## config.mk

```make
export PLATFORM = sky130hd
export DESIGN_NAME = des_round_sequencer
export DESIGN_NICKNAME = d
export VERILOG_FILES = /design/src/rtl/des_pkg.sv /design/src/rtl/des_key_sched.sv /design/src/rtl/des_round_sequencer.sv
export SDC_FILE = /design/constraint.sdc
export NUM_CORES = 1
export LEC_CHECK = 0
export ABC_AREA = 1
export ABC_CLOCK_PERIOD_IN_PS = 5490
export CELL_PAD_IN_SITES_DETAIL_PLACEMENT = 1
export CELL_PAD_IN_SITES_GLOBAL_PLACEMENT = 1
export CORE_MARGIN = 2
export CORE_UTILIZATION = 29
export CTS_CLUSTER_DIAMETER = 30
export DETAILED_ROUTE_END_ITERATION = 6
export HOLD_SLACK_MARGIN = 0.08
export PLACE_DENSITY_LB_ADDON = 0.1
export SKIP_CTS_REPAIR_TIMING = 1
export SLEW_MARGIN = 20
export SYNTH_ARGS = -nofsm -noshare
export SYNTH_HDL_FRONTEND = slang
export SYNTH_HIERARCHICAL = 1
export SYNTH_SLANG_ARGS = --single-unit
```

## constraint.sdc

```tcl
create_clock -name clk -period 5.49 [get_ports clk]
set_clock_uncertainty 0.1 [all_clocks]
set_input_delay 1.647 -clock clk [delete_from_list [all_inputs] [get_ports clk]]
set_output_delay 1.647 -clock clk [all_outputs]
set_load 0.01 [all_outputs]
```

## src/rtl/des_pkg.sv

```systemverilog
// Shared DES tables, key-rotation helpers and FSM encoding for the round sequencer.
// The right-rotate schedule is only built when DES_DECRYPT_EN is defined.
package des_pkg;

    localparam int ROUNDS = 16;
    localparam int HALF   = 28;

    typedef enum logic [1:0] {
        ST_IDLE  = 2'd0,
        ST_ROUND = 2'd1,
        ST_DONE  = 2'd2
    } state_e;

    localparam logic [6:0] IP_T [1:64] = '{
        7'd58, 7'd50, 7'd42, 7'd34, 7'd26, 7'd18, 7'd10, 7'd2,
        7'd60, 7'd52, 7'd44, 7'd36, 7'd28, 7'd20, 7'd12, 7'd4,
        7'd62, 7'd54, 7'd46, 7'd38, 7'd30, 7'd22, 7'd14, 7'd6,
        7'd64, 7'd56, 7'd48, 7'd40, 7'd32, 7'd24, 7'd16, 7'd8,
        7'd57, 7'd49, 7'd41, 7'd33, 7'd25, 7'd17, 7'd9,  7'd1,
        7'd59, 7'd51, 7'd43, 7'd35, 7'd27, 7'd19, 7'd11, 7'd3,
        7'd61, 7'd53, 7'd45, 7'd37, 7'd29, 7'd21, 7'd13, 7'd5,
        7'd63, 7'd55, 7'd47, 7'd39, 7'd31, 7'd23, 7'd15, 7'd7
    };

    localparam logic [6:0] PC1_T [1:56] = '{
        7'd57, 7'd49, 7'd41, 7'd33, 7'd25, 7'd17, 7'd9,
        7'd1,  7'd58, 7'd50, 7'd42, 7'd34, 7'd26, 7'd18,
        7'd10, 7'd2,  7'd59, 7'd51, 7'd43, 7'd35, 7'd27,
        7'd19, 7'd11, 7'd3,  7'd60, 7'd52, 7'd44, 7'd36,
        7'd63, 7'd55, 7'd47, 7'd39, 7'd31, 7'd23, 7'd15,
        7'd7,  7'd62, 7'd54, 7'd46, 7'd38, 7'd30, 7'd22,
        7'd14, 7'd6,  7'd61, 7'd53, 7'd45, 7'd37, 7'd29,
        7'd21, 7'd13, 7'd5,  7'd28, 7'd20, 7'd12, 7'd4
    };

    localparam logic [5:0] PC2_T [1:48] = '{
        6'd14, 6'd17, 6'd11, 6'd24, 6'd1,  6'd5,
        6'd3,  6'd28, 6'd15, 6'd6,  6'd21, 6'd10,
        6'd23, 6'd19, 6'd12, 6'd4,  6'd26, 6'd8,
        6'd16, 6'd7,  6'd27, 6'd20, 6'd13, 6'd2,
        6'd41, 6'd52, 6'd31, 6'd37, 6'd47, 6'd55,
        6'd30, 6'd40, 6'd51, 6'd45, 6'd33, 6'd48,
        6'd44, 6'd49, 6'd39, 6'd56, 6'd34, 6'd53,
        6'd46, 6'd42, 6'd50, 6'd36, 6'd29, 6'd32
    };

    // Indexed by round number minus one.
    localparam logic [1:0] SHIFT [16] = '{
        2'd1, 2'd1, 2'd2, 2'd2, 2'd2, 2'd2, 2'd2, 2'd2,
        2'd1, 2'd2, 2'd2, 2'd2, 2'd2, 2'd2, 2'd2, 2'd1
    };

`ifdef DES_DECRYPT_EN
    localparam logic [1:0] RSHIFT [16] = '{
        2'd0, 2'd1, 2'd2, 2'd2, 2'd2, 2'd2, 2'd2, 2'd2,
        2'd1, 2'd2, 2'd2, 2'd2, 2'd2, 2'd2, 2'd2, 2'd1
    };

    function automatic logic [1:HALF] ror28(input logic [1:HALF] x, input logic [1:0] s);
        logic [1:HALF] y;
        case (s)
            2'd1:    y = {x[28], x[1:27]};
            2'd2:    y = {x[27:28], x[1:26]};
            default: y = x;
        endcase
        return y;
    endfunction
`endif

    function automatic logic [1:HALF] rol28(input logic [1:HALF] x, input logic [1:0] s);
        logic [1:HALF] y;
        case (s)
            2'd1:    y = {x[2:28], x[1]};
            2'd2:    y = {x[3:28], x[1:2]};
            default: y = x;
        endcase
        return y;
    endfunction

    function automatic logic [1:64] ip(input logic [1:64] x);
        logic [1:64] y;
        y = '0;
        for (int i = 1; i <= 64; i++) y[i] = x[IP_T[i]];
        return y;
    endfunction

    // FP is the inverse of IP, so it scatters through the same table.
    function automatic logic [1:64] fp(input logic [1:64] x);
        logic [1:64] y;
        y = '0;
        for (int i = 1; i <= 64; i++) y[IP_T[i]] = x[i];
        return y;
    endfunction

    function automatic logic [1:56] pc1(input logic [1:64] k);
        logic [1:56] y;
        y = '0;
        for (int i = 1; i <= 56; i++) y[i] = k[PC1_T[i]];
        return y;
    endfunction

    function automatic logic [1:48] pc2(input logic [1:56] cd);
        logic [1:48] y;
        y = '0;
        for (int i = 1; i <= 48; i++) y[i] = cd[PC2_T[i]];
        return y;
    endfunction

endpackage

```

## src/rtl/des_key_sched.sv

```systemverilog
// DES key schedule: holds the C/D halves and produces the subkey for the current round.
// Right-rotation for decryption exists only when DES_DECRYPT_EN is defined.
module des_key_sched
    import des_pkg::*;
(
    input  logic        clk,
    input  logic        rst,
    input  logic        load,
    input  logic        active,
    input  logic [1:64] key,
    input  logic        dec,
    input  logic [3:0]  rnd_idx,
    output logic [1:48] rnd_key
);

    logic [1:56] cd_r;
    logic [1:56] cd_next_s;

`ifdef DES_DECRYPT_EN
    // Decryption walks the schedule backwards; round 1 reuses the unrotated halves.
    always_comb begin
        if (dec) begin
            cd_next_s = {ror28(cd_r[1:28], RSHIFT[rnd_idx]), ror28(cd_r[29:56], RSHIFT[rnd_idx])};
        end else begin
            cd_next_s = {rol28(cd_r[1:28], SHIFT[rnd_idx]), rol28(cd_r[29:56], SHIFT[rnd_idx])};
        end
    end
`else
    logic unused_dec_s;
    assign unused_dec_s = dec;

    // Encrypt-only schedule.
    always_comb begin
        cd_next_s = {rol28(cd_r[1:28], SHIFT[rnd_idx]), rol28(cd_r[29:56], SHIFT[rnd_idx])};
    end
`endif

    // C/D register: loaded from PC-1 on accept, advanced once per round.
    always_ff @(posedge clk or posedge rst) begin
        if (rst) begin
            cd_r <= '0;
        end else if (load) begin
            cd_r <= pc1(key);
        end else if (active) begin
            cd_r <= cd_next_s;
        end else begin
            cd_r <= cd_r;
        end
    end

    // Subkey follows the rotated halves during rounds, the held halves otherwise.
    always_comb begin
        if (active) begin
            rnd_key = pc2(cd_next_s);
        end else begin
            rnd_key = pc2(cd_r);
        end
    end

endmodule

```

## src/rtl/des_round_sequencer.sv

```systemverilog
// Iterative DES controller: IP/FP, L/R state, round counter and handshakes around an
// external single-round datapath. Decryption is enabled by defining DES_DECRYPT_EN.
module des_round_sequencer
    import des_pkg::*;
(
    input  logic        clk,
    input  logic        rst,
    input  logic        in_valid,
    output logic        in_ready,
    input  logic [1:64] in_data,
    input  logic [1:64] in_key,
    input  logic        in_dec,
    output logic        out_valid,
    input  logic        out_ready,
    output logic [1:64] out_data,
    output logic        busy,
    output logic [1:64] rnd_in,
    output logic [1:48] rnd_key,
    input  logic [1:64] rnd_out
);

    state_e      state_r;
    state_e      state_next_s;
    logic [1:64] lr_r;
    logic [4:0]  rnd_cnt_r;
    logic        dec_q_r;
    logic        dec_s;
    logic [1:64] out_data_r;
    logic        out_valid_r;
    logic        accept_s;
    logic        round_s;
    logic        last_s;
    logic        release_s;
    logic [3:0]  rnd_idx_s;

`ifdef DES_DECRYPT_EN
    assign dec_s = in_dec;
`else
    logic unused_dec_s;
    assign unused_dec_s = in_dec;
    assign dec_s        = 1'b0;
`endif

    assign accept_s  = (state_r == ST_IDLE) && in_valid;
    assign round_s   = (state_r == ST_ROUND);
    assign last_s    = round_s && (rnd_cnt_r == 5'(ROUNDS));
    assign release_s = (state_r == ST_DONE) && out_ready;
    assign rnd_idx_s = rnd_cnt_r[3:0] - 4'd1;

    // State register.
    always_ff @(posedge clk or posedge rst) begin
        if (rst) begin
            state_r <= ST_IDLE;
        end else begin
            state_r <= state_next_s;
        end
    end

    // Next-state logic.
    always_comb begin
        state_next_s = state_r;
        case (state_r)
            ST_IDLE: begin
                if (in_valid) state_next_s = ST_ROUND;
                else          state_next_s = ST_IDLE;
            end
            ST_ROUND: begin
                if (rnd_cnt_r == 5'(ROUNDS)) state_next_s = ST_DONE;
                else                         state_next_s = ST_ROUND;
            end
            ST_DONE: begin
                if (out_ready) state_next_s = ST_IDLE;
                else           state_next_s = ST_DONE;
            end
            default: state_next_s = ST_IDLE;
        endcase
    end

    // L/R state, round counter and direction latch.
    always_ff @(posedge clk or posedge rst) begin
        if (rst) begin
            lr_r      <= '0;
            rnd_cnt_r <= 5'd0;
            dec_q_r   <= 1'b0;
        end else if (accept_s) begin
            lr_r      <= ip(in_data);
            rnd_cnt_r <= 5'd1;
            dec_q_r   <= dec_s;
        end else if (last_s) begin
            lr_r      <= rnd_out;
            rnd_cnt_r <= 5'd0;
            dec_q_r   <= dec_q_r;
        end else if (round_s) begin
            lr_r      <= rnd_out;
            rnd_cnt_r <= rnd_cnt_r + 5'd1;
            dec_q_r   <= dec_q_r;
        end else begin
            lr_r      <= lr_r;
            rnd_cnt_r <= rnd_cnt_r;
            dec_q_r   <= dec_q_r;
        end
    end

    // Result register: the last round's halves are swapped back before FP.
    always_ff @(posedge clk or posedge rst) begin
        if (rst) begin
            out_data_r  <= '0;
            out_valid_r <= 1'b0;
        end else if (last_s) begin
            out_data_r  <= fp({rnd_out[33:64], rnd_out[1:32]});
            out_valid_r <= 1'b1;
        end else if (release_s) begin
            out_data_r  <= out_data_r;
            out_valid_r <= 1'b0;
        end else begin
            out_data_r  <= out_data_r;
            out_valid_r <= out_valid_r;
        end
    end

    des_key_sched u_key_sched (
        .clk     (clk),
        .rst     (rst),
        .load    (accept_s),
        .active  (round_s),
        .key     (in_key),
        .dec     (dec_q_r),
        .rnd_idx (rnd_idx_s),
        .rnd_key (rnd_key)
    );

    assign in_ready  = (state_r == ST_IDLE);
    assign busy      = (state_r == ST_ROUND) || (state_r == ST_DONE);
    assign out_valid = out_valid_r;
    assign out_data  = out_data_r;
    assign rnd_in    = lr_r;

endmodule

```

==> results of run 1 <==
-- power groups by stage --
stage          Clock, mW  Sequential (mW)  Combinational [mW]
6_report            1.26             2.60                6.15
5_1_grt             1.36             2.70                6.77
4_1_cts             1.31             2.60                6.26
3_5_place_dp           0             2.62                6.23
3_3_place_gp           0             2.60                6.17
2_1_floorplan          0             2.76                3.16
-- cell type report --
type | count | share of cell area
sequential | 192 | 0.3334
multi-input combinational | 789 | 0.3007
timing repair buffer | 381 | 0.2638
tap | 448 | 0.03890
clock buffer | 20 | 0.03100
inverter | 88 | 0.02344
clock inverter | 12 | 0.008596
antenna | 1 | 0.0001737
-- worst max-delay path: stages (launching register included) --
cell,delay [ps]
dfrtp_1,460
inv_1,140
ha_1,230
xor2_1,170
nand2_1,120
nand3_2,80
nand2_2,430
buf_4,300
nand2_1,80
nand3_1,90
and2_1,190
clkdlybuf4s50_1,550
-- path summary, 6_finish.rpt --
path                         startpoint                   end  slack [ps]  cells past startpoint
setup / recovery           rnd_cnt_r[0]           rnd_key[15]         460                     11
hold / removal             out_data[63]          out_data[63]         380                      2
setup reg to reg             state_r[1]          out_data[12]        2180                      7
hold reg to reg            out_data[63]          out_data[63]         380                      2
max in group asynchronous           rst  u_key_sched/cd_r[47]        2670                      3
min in group asynchronous           rst            rnd_in[62]        1670                      2
-- sequential cells by signal, indices dropped and copies added, names as in the netlist --
| signal | count |
|---|---|
| u_key_sched/cd_r | 56 |
| out_valid | 1 |
| rnd_in | 64 |
| out_data | 64 |
| state_r | 2 |
| rnd_cnt_r | 5 |
-- metrics by stage --
stage	total power, mW	hold WS [ps]	instance area (um2)
finish	10.00	382.4	14410
global route	10.84	403.1	14410
CTS	10.17	387.4	14410
detailed placement	8.850	368.5	13840
global placement	8.768	364.5	13840
floorplan	5.920	395.6	9903
-- layer usage --
metal | up-vias | routed length, um | GRT usage
met2 | 253 | 16480 | 0.3268
li1 | 4346 | - | -
met4 | 0 | 653 | 0.05799
met1 | 4332 | 15030 | 0.2467
met3 | 30 | 2374 | 0.05364
met5 | - | 0 | 0
==> metrics.md, run 1 <==
| Metric | Value |
|---|---|
| Vias in the first global route | `9332` |
| Row count | `between 60 and 70` |
| Fin nets | `1673` |
| Tcrit/Tclk final | `0.9163` |
| Fin. Hold Viols | `0` |
| TritonCTS clock tree | `built` |
| Clk pin slew, worst setup/hold paths | `70 ps` |
| Cell count after placement | `1898` |
| Area of the core | `33620 um2` |
| Slew @ Worst Pin | `about 1100 ps` |
| Critical path class | `flop to primary output` |
| RSZ-0062 raised after global routing | `false` |
| Post-place setup slack | `approximately 930 ps` |
| # IOs | `around 380` |
| Finished Layout Cells | `approximately 1900` |
| Crit-path max FO | `25` |
| Status | `finished clean` |
| Routed WL | `34.53 mm` |
| Fin crit period | `5030 ps` |
| Worst rel slew slack | `0.2826` |
| Post-synthesis instance area | `9903 um2` |
| Layout fillers | `between 3000 and 4000` |
| Part of the power in registers | `0.260` |
| Die H | `188.8 um` |
| Drt pass-1 iters | `4` |
| Hold Path Class | `flop to flop` |
| Worst Path Required | `3740 ps` |
| WL per Instance | `17.88 um` |
| Commonest non-fill, non-tap cells in the layout | `nand2_1 (374), clkdlybuf4s50_1 (366), dfrtp_1 (192)` |
| Cells after Synth | `1143` |
| Gr ovfl total | `0` |
| Synth warn | `6` |
| Syn_nets | `roughly 1300` |
| DP HPWL | `24.17 mm` |
| CTS H-tree lvls | `4` |
| Max clock buf depth | `2` |
| Leakage | `6.468 nW` |
| First-pass GRT wire length | `54.19 mm` |
| Comb power frac | `0.614` |
| Die area | `35640 um2` |
| Switching power | `4.238 mW` |
| Syn avg cell area | `8.664 um2` |
| Setup TNS | `0 ps` |
| Crit start category | `flop` |
| Port Buffers | `366` |
| FMAX | `0.1988 GHz` |
| Root buffer cell | `clkbuf_16` |
| Drt initial violations | `410` |
| Util after Layout | `0.4287` |
| Power Density | `around 700 nW/um2` |
| Share of layout cells above drive strength 1 | `0.1302` |
| Placer Congestion | `0.7975` |
| Antenna viol nets, final | `0` |
| Vias per cell | `4.641` |
| Crit path DAT | `3280 ps` |
| Slew Limit Fails | `0` |
| Total track usage | `0.1956` |
| Register cell area after layout | `about 4800 um2` |
| Initial antenna violation count | `2` |
| CTS Buf Count | `17` |
| Area growth, synth to finish | `45.51%` |
| Clock power share | `0.126` |
| Max-Cap Viols | `0` |
| Multi-input combinational cell area | `4333 um2` |
| Die X | `around 190 um` |
| Worst Setup End Kind | `primary output` |
| Commonest non-fill, non-tap cell in the layout | `nand2_1` |
| Worst IR Drop VDD | `0.0003371 V` |
| Worst skew pair latency | `450 ps` |
| Clk sinks | `192` |
| Drc violations | `0` |
| Largest net degree at the start of global routing | `90` |
| DR vias | `between 8000 and 9000` |
| Initial core utilization | `0.2946` |
| Switching share of power | `0.4236` |
| Setup ws final | `roughly 460 ps` |
| Setup violations, final | `0` |
| Power Internal | `roughly 5.8 mW` |
Power figures use the tool's default switching activity.
==> run 2: changes to the inputs <==
CORE_UTILIZATION = 42   (was 29)
DONT_BUFFER_PORTS = 1   (was unset)
==> metrics.md, run 2 (synthesized netlist as in run 1, its figures left out) <==
| Metric | Value |
|---|---|
| Clk sinks | `192 (unchanged)` |
| Clock power share | `0.161 (+0.035)` |
| Hold Path Class | `flop to flop` |
| Largest net degree at the start of global routing | `83 (-7.8%)` |
| Drt initial violations | `387 (-5.6%)` |
| # IOs | `376 (unchanged)` |
| Routed WL | `29.11 mm (-16%)` |
| Initial core utilization | `0.4244 (+0.1298)` |
| Fin crit period | `4679 ps (-351.5 ps)` |
| Worst rel slew slack | `0.2572 (-0.02533)` |
| Die H | `157.6 um (-17%)` |
| Gr ovfl total | `0 (unchanged)` |
| Register cell area after layout | `4805 um2 (unchanged)` |
| Initial antenna violation count | `0 (-2)` |
| Critical path's most frequent cell | `nand2_1` |
| Setup TNS | `0 ps (unchanged)` |
| Worst skew pair latency | `430 ps (-20 ps)` |
| DP HPWL | `20.17 mm (-17%)` |
| Fin. Hold Viols | `0 (unchanged)` |
| Area growth, synth to finish | `6.595%` |
| Power Density | `758.9 nW/um2 (+9.3%)` |
| RSZ-0062 raised after global routing | `false` |
| Part of the power in registers | `0.375 (+0.115)` |
| Row count | `56 (-16%)` |
| Ant diodes | `0 (-1)` |
| Total track usage | `0.2330 (+0.03741)` |
| Layout fillers | `2766 (-29%)` |
| WL per Instance | `20.31 um (+14%)` |
| Die area | `24820 um2 (-30%)` |
| Port Buffers | `0 (-100%)` |
| Fin nets | `1305 (-22%)` |
| CTS Buf Count | `17 (unchanged)` |
| CP peak stage delay | `480 ps (-70 ps)` |
| Crit start category | `flop` |
| FMAX | `0.2137 GHz (+7.5%)` |
| Post-DP Area | `9962 um2 (-28%)` |
| Post-route cell area | `10560 um2 (-27%)` |
| Commonest non-fill, non-tap cell in the layout | `nand2_1` |
| Leakage | `5.027 nW (-22%)` |
| Worst Setup End Kind | `primary output` |
| DR vias | `7624 (-15%)` |
| Drt pass-1 iters | `4 (unchanged)` |
| Slew Limit Fails | `0 (unchanged)` |
| Vias in the first global route | `7656 (-18%)` |
| Finished Layout Cells | `1433 (-26%)` |
| Antenna viol nets, final | `0 (unchanged)` |
| Vias per cell | `5.320 (+15%)` |
| Top Family by Delay on Critical Path | `simple AND/OR/NAND/NOR gates` |
| Cell count after placement | `1401 (-26%)` |
| TritonCTS clock tree | `built` |
| Clk pin slew, worst setup/hold paths | `70 ps (about the same)` |
| Crit-path cells | `inv_1 -> ha_1 -> xor2_1 -> nand2_1 -> nand3_2 -> nand2_2 -> buf_4 -> nand2_1 -> nand3_1 -> and2_1` |
| Max-Cap Viols | `0 (unchanged)` |
| Bufs and invs on worst path | `2 (-1)` |
| Switching power | `3.937 mW (-7.1%)` |
| Setup violations, final | `0 (unchanged)` |
| Worst Path Required | `3740 ps (about the same)` |
| Drc violations | `0 (unchanged)` |
| Power Internal | `4.074 mW (-29%)` |
| Status | `finished clean` |
| Comb power frac | `0.464 (-0.150)` |
| Worst IR Drop VDD | `0.0004385 V (+30%)` |
| Share of layout cells above drive strength 1 | `0.1715 (+0.04122)` |
| Root buffer cell | `clkbuf_16` |
| Max clock buf depth | `2 (unchanged)` |
| Crit-path max FO | `43 (+72%)` |
| Placer Congestion | `0.7911 (-0.80%)` |
| First-pass GRT wire length | `44.43 mm (-18%)` |
| Multi-input combinational cell area | `4323 um2 (-0.23%)` |
| Tcrit/Tclk final | `0.8522 (-0.06403)` |
| Crit path DAT | `2930 ps (-350 ps)` |
| CTS H-tree lvls | `4 (unchanged)` |
| Slew @ Worst Pin | `1114 ps (+38.00 ps)` |
| Commonest non-fill, non-tap cells in the layout | `nand2_1 (374), dfrtp_1 (192), nand3_1 (136)` |
| Die X | `157.6 um (-17%)` |
| Slowest CP cell | `buf_4` |
| Area of the core | `23330 um2 (-31%)` |
| Util after Layout | `0.4524 (+0.02377)` |
| Critical path class | `flop to primary output` |
| Switching share of power | `0.4915 (+0.06785)` |
## run 2: cell count changes in the layout (fill, tap and decap cells not counted), sizes merged
cell / previous run / this run
clkinv: 2 / 5
clkinvlp: 3 / 0
inv: 94 / 96
diode: 1 / 0
buf: 15 / 13
clkdlybuf4s50: 366 / 0
clkbuf: 20 / 18
## run 2: through the flow
stage | power (mW) | setup slack (ps) | hold WS [ps]
floorplan | 5.920 | 103.5 | 395.6
global placement | 6.707 | 1311 | 425.1
detailed placement | 6.798 | 1282 | 431.3
CTS | 8.118 | 790.2 | 452.5
global route | 8.708 | 617.5 | 487.9
finish | 8.011 | 811.3 | 442.3
## run 2: power groups by stage
stage / logic [mW] / clock network, mW / registers [mW]
floorplan: 3.16 / 0 / 2.76
global placement: 3.69 / 0 / 3.02
detailed placement: 3.77 / 0 / 3.02
CTS: 3.79 / 1.32 / 3.01
global route: 4.24 / 1.38 / 3.09
finish: 3.72 / 1.29 / 3.00
## run 2: final cells by class
class	count	area share
clock inverters	14	0.01565
flip-flops and latches	192	0.4551
clock buffers	18	0.04065
inverters	88	0.03200
well taps	319	0.03781
repair buffers	13	0.009245
multi-input cells	789	0.4095
## run 2: layer usage
metal | global-route usage | vias to the layer above | share of wire
met5 | 0 | - | 0
met4 | 0.07359 | 0 | 0.023
met3 | 0.08893 | 42 | 0.091
met2 | 0.3766 | 259 | 0.47
met1 | 0.2883 | 3710 | 0.41
li1 | - | 3613 | -
## run 2: final timing paths
kind	from	to	slack [ps]	depth (start not counted)
max	rnd_cnt_r[0]	rnd_key[6]	810	10
min	rnd_cnt_r[4]	rnd_cnt_r[4]	440	2
max reg2reg	state_r[1]	out_data[22]	2480	6
min reg2reg	rnd_cnt_r[4]	rnd_cnt_r[4]	440	2
max in group asynchronous	rst	out_data[7]	3200	2
min in group asynchronous	rst	state_r[1]	1040	1
## run 2: worst register-to-register path: cells and delay by family (launching register included)
kind | cells | cell delay [ps]
AOI/OAI and AO/OA | 1 | 70
adders and majority gates | 1 | 700
buffers and inverters | 2 | 730
DFF | 1 | 410
and+or+nand+nor | 2 | 850
==> run 3: changes to the inputs <==
CORE_UTILIZATION = 29   (was 42)
DONT_BUFFER_PORTS = unset   (was 1)
==> results of run 3 <==
Same layout as run 1: the final DEF is identical, and so are final timing and power.
